===== config.mk =====
export PLATFORM = sky130hd
export DESIGN_NAME = sipo_deserializer
export DESIGN_NICKNAME = d
export VERILOG_FILES = /design/src/rtl/sipo_deserializer.sv
export SDC_FILE = /design/constraint.sdc
export NUM_CORES = 1
export LEC_CHECK = 0
export ABC_AREA = 1
export ABC_CLOCK_PERIOD_IN_PS = 1700
export CAP_MARGIN = 20
export CELL_PAD_IN_SITES_DETAIL_PLACEMENT = 1
export CELL_PAD_IN_SITES_GLOBAL_PLACEMENT = 1
export CORE_AREA = 2 2 55 57
export CTS_CLUSTER_DIAMETER = 80
export DETAILED_ROUTE_END_ITERATION = 7
export DIE_AREA = 0 0 57 59
export MAX_ROUTING_LAYER = met4
export PLACE_DENSITY = 0.85
export SLEW_MARGIN = 20
export SYNTH_ARGS = -nofsm -noshare
export SYNTH_HDL_FRONTEND = slang
export SYNTH_SLANG_ARGS = --single-unit

===== constraint.sdc =====
create_clock -name clk -period 1.7 [get_ports clk]
set_clock_uncertainty 0.1 [all_clocks]
set_input_delay 0.255 -clock clk [delete_from_list [all_inputs] [get_ports clk]]
set_output_delay 0.255 -clock clk [all_outputs]
set_load 0.005 [all_outputs]

===== src/rtl/sipo_deserializer.sv =====
// rtl/sipo_deserializer.sv - serial-in/parallel-out receiver with start framing,
// a one-word valid/ready holding register and a sticky overrun flag.
module sipo_deserializer #(
  parameter int WIDTH     = 8,
  parameter bit MSB_FIRST = 1'b1
) (
  input  logic                       clk,
  input  logic                       reset,
  input  logic                       enable,
  input  logic                       start,
  input  logic                       serial_in,
  input  logic                       out_ready,
  input  logic                       clear_err,
  output logic [WIDTH-1:0]           parallel_out,
  output logic                       out_valid,
  output logic                       busy,
  output logic [$clog2(WIDTH+1)-1:0] bit_count,
  output logic                       overrun
);

  localparam int CW = $clog2(WIDTH+1);
  localparam logic [CW-1:0] LAST = CW'(WIDTH-1);

  typedef enum logic {IDLE, SHIFT} state_t;

  state_t            state_q, state_d;
  logic [WIDTH-1:0]  shreg_q, shreg_d;
  logic [CW-1:0]     count_q, count_d;
  logic [WIDTH-1:0]  seed_word;
  logic [WIDTH-1:0]  shifted_word;
  logic              word_done;
  logic              accept;
  logic              drop;
  logic              valid_d;
  logic              overrun_d;

  // The first bit is seeded at the end that the shift will carry to its final slot.
  assign seed_word    = MSB_FIRST ? {{(WIDTH-1){1'b0}}, serial_in}
                                  : {serial_in, {(WIDTH-1){1'b0}}};
  assign shifted_word = MSB_FIRST ? {shreg_q[WIDTH-2:0], serial_in}
                                  : {serial_in, shreg_q[WIDTH-1:1]};

  always_ff @(posedge clk or negedge reset) begin
    if (!reset) begin
      state_q <= IDLE;
      shreg_q <= '0;
      count_q <= '0;
    end else begin
      state_q <= state_d;
      shreg_q <= shreg_d;
      count_q <= count_d;
    end
  end

  always_comb begin
    state_d   = state_q;
    shreg_d   = shreg_q;
    count_d   = count_q;
    word_done = 1'b0;
    if (enable) begin
      if (start) begin
        state_d = SHIFT;
        shreg_d = seed_word;
        count_d = CW'(1);
      end else if (state_q == SHIFT) begin
        shreg_d = shifted_word;
        if (count_q == LAST) begin
          word_done = 1'b1;
          count_d   = '0;
          state_d   = IDLE;
        end else begin
          count_d = count_q + CW'(1);
        end
      end
    end
  end

  // A completing word is taken only if the holding register is empty or draining now.
  always_comb begin
    accept    = word_done && (!out_valid || out_ready);
    drop      = word_done && out_valid && !out_ready;
    valid_d   = accept || (out_valid && !out_ready);
    overrun_d = drop || (overrun && !clear_err);
  end

  always_ff @(posedge clk or negedge reset) begin
    if (!reset) begin
      parallel_out <= '0;
      out_valid    <= 1'b0;
      overrun      <= 1'b0;
    end else begin
      if (accept) begin
        parallel_out <= shifted_word;
      end
      out_valid <= valid_d;
      overrun   <= overrun_d;
    end
  end

  assign busy      = (state_q == SHIFT);
  assign bit_count = count_q;

endmodule


---- Word-level counts from Yosys, hierarchy flattened ----
Cells that the tools add are included.
word-level totals
  bits in registers ....................... 22
  output and inout port bits .............. 15
  logic and storage cells ................. 33
operators by class
  add/subtract/negate cells ............... 1
  eq/ne operators ......................... 1
  mux-type cells .......................... 12
  reduce and logical (&&, ||, !) cells .... 13
operators by type and width
  cell                                                 number
  two-way mux 7 bit                                    2
  two-way mux 4 bit                                    3
  two-way mux 1 bit                                    7
  logical AND 1 bit                                    5
  adder 4 x 1 -> 4 bit, second input constant          1
  equality test 4 x 3 -> 1 bit, second input constant  1
  logical NOT 1 bit                                    3
  logical OR 1 bit                                     3
  AND reduction 2 bit                                  1
  nonzero test 2 bit                                   1

---- Logic depth before layout (Yosys ltp) ----
  word-level depth ........................ 8
  depth in mapped cells ................... 7

---- Least setup slack after synthesis ----
OpenSTA, ideal clock, no wires.
  kind .................................... register to register
  start point ............................. register count_q[0] (netlist: bit_count[0])
  end point ............................... register overrun
  library setup time ...................... 0.139 ns
  data arrival time ....................... 1.072 ns
  required time ........................... 1.461 ns
  setup slack ............................. 0.389 ns
  stages on the path, launching flop included .. 7
  path buffers ............................ 1
  period minus slack after synthesis ...... 1.311 ns
  cells stage by stage .................... dfrtp_1 > ha_1 > nand2_1 > nor2_2 > buf_4 > nand2_1 > o22ai_2
between the ends
  word-level cells in the longest chain between the ends .. 8
RTL lines
  element                         RTL line  text
  start: declaration              28        logic [CW-1:0] count_q, count_d;
  start signal: assignment        51        count_q <= count_d;
  equality test 4 x 3 -> 1 bit    67        if (count_q == LAST) begin
  two-way mux 1 bit               67
  two-way mux 1 bit               65        end else if (state_q == SHIFT) begin
  two-way mux 1 bit               61        if (start) begin
  two-way mux 1 bit               60        if (enable) begin
  logical AND 1 bit (2 in a row)  81        drop = word_done && out_valid && !out_ready;
  logical OR 1 bit                83        overrun_d = drop || (overrun && !clear_err);
  named net overrun_d             35        logic overrun_d;
  end signal: assignment          96        overrun <= overrun_d;
  end: declaration                18        output logic overrun
The timed path passes the listed nets, and every way through them passes these cells.
A chain may end at the register's enable or synchronous reset.

---- Worst setup path in the final report ----
  start point ............................. register count_q[2] (netlist: bit_count[2])
  end point ............................... output bit_count[2]
RTL lines
  element           RTL line  text
  end: declaration  17        output logic [$clog2(WIDTH+1)-1:0] bit_count,
No word-level cell between the ends.

==> qor.yml <==
worst_setup_path:
  cpPeakStageDelay_ps: 540
  cp.arrival_ps: 1280
  critPathRequiredTime_ps: 1340
  critical_path.top_delay_family: "buffers and inverters"
  cp_cell_sequence: "clkdlybuf4s50_1"
  crit_slowest_cell: "clkdlybuf4s50_1"
  critPathLaunchType: "flip-flop"
  worstPathMaxFanout: 5
  worstSetupPathType: "flip-flop to output port"
  crit_buf_inv: 1
  cp-end-kind: "output port"
cells_and_area:
  multi_input_area_um2: 327
  drive_gt1_share_pct: 13.6
  area_growth_pct: 34.8
  fillers: 331
  antenna_cells: 0
  nNetsFinal: 141
  utilization_pct: 46.8
  regArea_um2: 553
  stdcell_area_um2: 1270
synthesis:
  synth_nets: 111
  ys_top_cells_by_count: "nand2_1, dfrtp_1, inv_1"
  yosysUniqueCellTypes: 16
  yosys_warnings: 0
  netlist.area_leader.share_pct: 58.5
  synth_area_leaders: "dfrtp_1, nand2_1, nand4_1"
  seq_area_frac_synth_pct: 58.5
  synth-edff-count: 0
  syn_area_um2: 941
  synthFlopType: "dfrtp_1"
  synth_top_cell_by_area: "dfrtp_1"
  avgSynthCellArea_um2: 9.13
  async_flop_share_pct: 100
  synth-seq-cells: 22
  syn-instance-count: 103
  synth.most_common_cell: "nand2_1"
drt:
  firstDrtPassIters: 5
  routedWlPerCell_um: 15.0
  viasPerCell: 5.16
  via_count: 841
  routed_wl_um: 2450
  antenna_left: 0
  drt_iter0_drc: 16
  drc: 0
floorplan:
  core_um2: 2710
  rows: 19
  die_h_um: 59
  dieArea_um2: 3360
  io-pin-count: 22
  start_util_pct: 34.7
  fp.dieW_um: 57
sta:
  worst_slew_pin_slew_ps: 288
  hold_viol: 0
  setup_viol: 0
  worst_hold_slack_ps: 170
  finalMaxSlewViolations: 0
  relSlewSlack_pct: 80.8
  fmax_mhz: 610
  rsz0062_at_grt: "true"
  fin_crit_ps: 1640
  post-route-period-util_pct: 96.4
global_route:
  grt_pass1_vias: 894
  track_usage_pct: 16.4
  grt_max_degree: 23
  grt_pass1_wl_um: 4080
  antenna_found_initial: 0
  grt_overflow: 0
clock_network:
  clk_latency_ps: 310
  cts.sinks: 22
  ctsHoldBuffers: 0
  clockBufferDepth: 2
  htree_levels: 1
  cts_root_buf: "clkbuf_4"
  cts_buffers: 3
  cts_tree: "yes"
  clkTransAtPathRegs_ps: 130
power:
  leakage_nw: 0.620
  finalPower_mw: 1.11
  power.density_nw_per_um2: 879
  ir_drop_mv: 0.398
worst_hold_path:
  hp-class: "input port to async pin"
outcome:
  status: "completed"
flow_run:
  max_cap_viol_count: 0
placement:
  dpl.hpwl_um: 1740
  portBuffers: 21
  routabilityCongestion: 0.728
  post_dp_cell_area_um2: 1210
where the power goes:
group,internal (mW),leakage (nW),switching (mW),total (mW)
sequential,0.565,0.293,0.0361,0.601
combinational,0.119,0.306,0.104,0.223
clock,0.131,0.0210,0.160,0.291
state kept, by name, indices dropped and copies added (netlist names):
signal,count
bit_count,4
busy,1
out_valid,1
overrun,1
parallel_out,8
shreg_q,7
per-stage QoR:
stage | setup TNS [ps] | setup slack (ps) | std cells
floorplan | 0 | 389 | 103
global placement | 0 | 89.7 | 157
global route | -14.4 | -9.71 | 163
finish | 0 | 60.7 | 163
detailed placement | 0 | 37.0 | 157
CTS | 0 | 2.84 | 162
what timing repair did:
action                                  CTS  global route
resized for setup                         0             4
pin swaps                                 0             0
setup buffers                             1             1
endpoints found under the setup margin    1             3
cell usage in the layout, fill, tap and decap left out:
cell type and count:
dfrtp_2 2, dlymetal6s2s_1 1, nor2_2 2, ha_1 1
buf_4 6, o21ai_0 4, dfrtp_1 20, clkbuf_4 3
nand3_2 1, nand4_1 9, nand2_1 34, buf_6 1
nor2_1 2, nand3_1 5, clkbuf_8 1, a21oi_1 1
nand2_2 1, inv_1 12, clkdlybuf4s50_1 20, o22ai_1 5
o22ai_2 1
final cells by class:
type                            instances  area share (%)
Tap cell                               31            3.06
Clock buffer                            4            2.86
Timing Repair Buffer                   28            21.2
Multi-Input combinational cell         66            25.7
Inverter                               12            3.55
Sequential cell                        22            43.6
path summary, 6_finish.rpt:
check                           cells after the start               to  slack, ps       startpoint
worst max-delay path                                1     bit_count[2]         60     bit_count[2]
worst min-delay path                                2     bit_count[2]        170            reset
worst max register to register                      7  parallel_out[3]        100     bit_count[0]
worst min register to register                      2  parallel_out[6]        380  parallel_out[6]
max in group asynchronous                           2     bit_count[3]       1070            reset
min in group clk                                    2  parallel_out[6]        380  parallel_out[6]
layer usage:
metal	track usage, %	vias up	part of all wire [%]
li1	-	399	-
met1	18.9	412	43
met2	27.6	22	51
met3	3.06	8	3.8
met4	8.31	0	2.4
met5	-	-	0
kinds of logic after synthesis:
group	share of synthesized area, %
buffers and inverters	6.78
and+or+nand+nor	26.1
DFF	58.5
AOI/OAI and AO/OA	7.31
adders and majority gates	1.33
No activity file was read; power rests on OpenSTA's default activity.
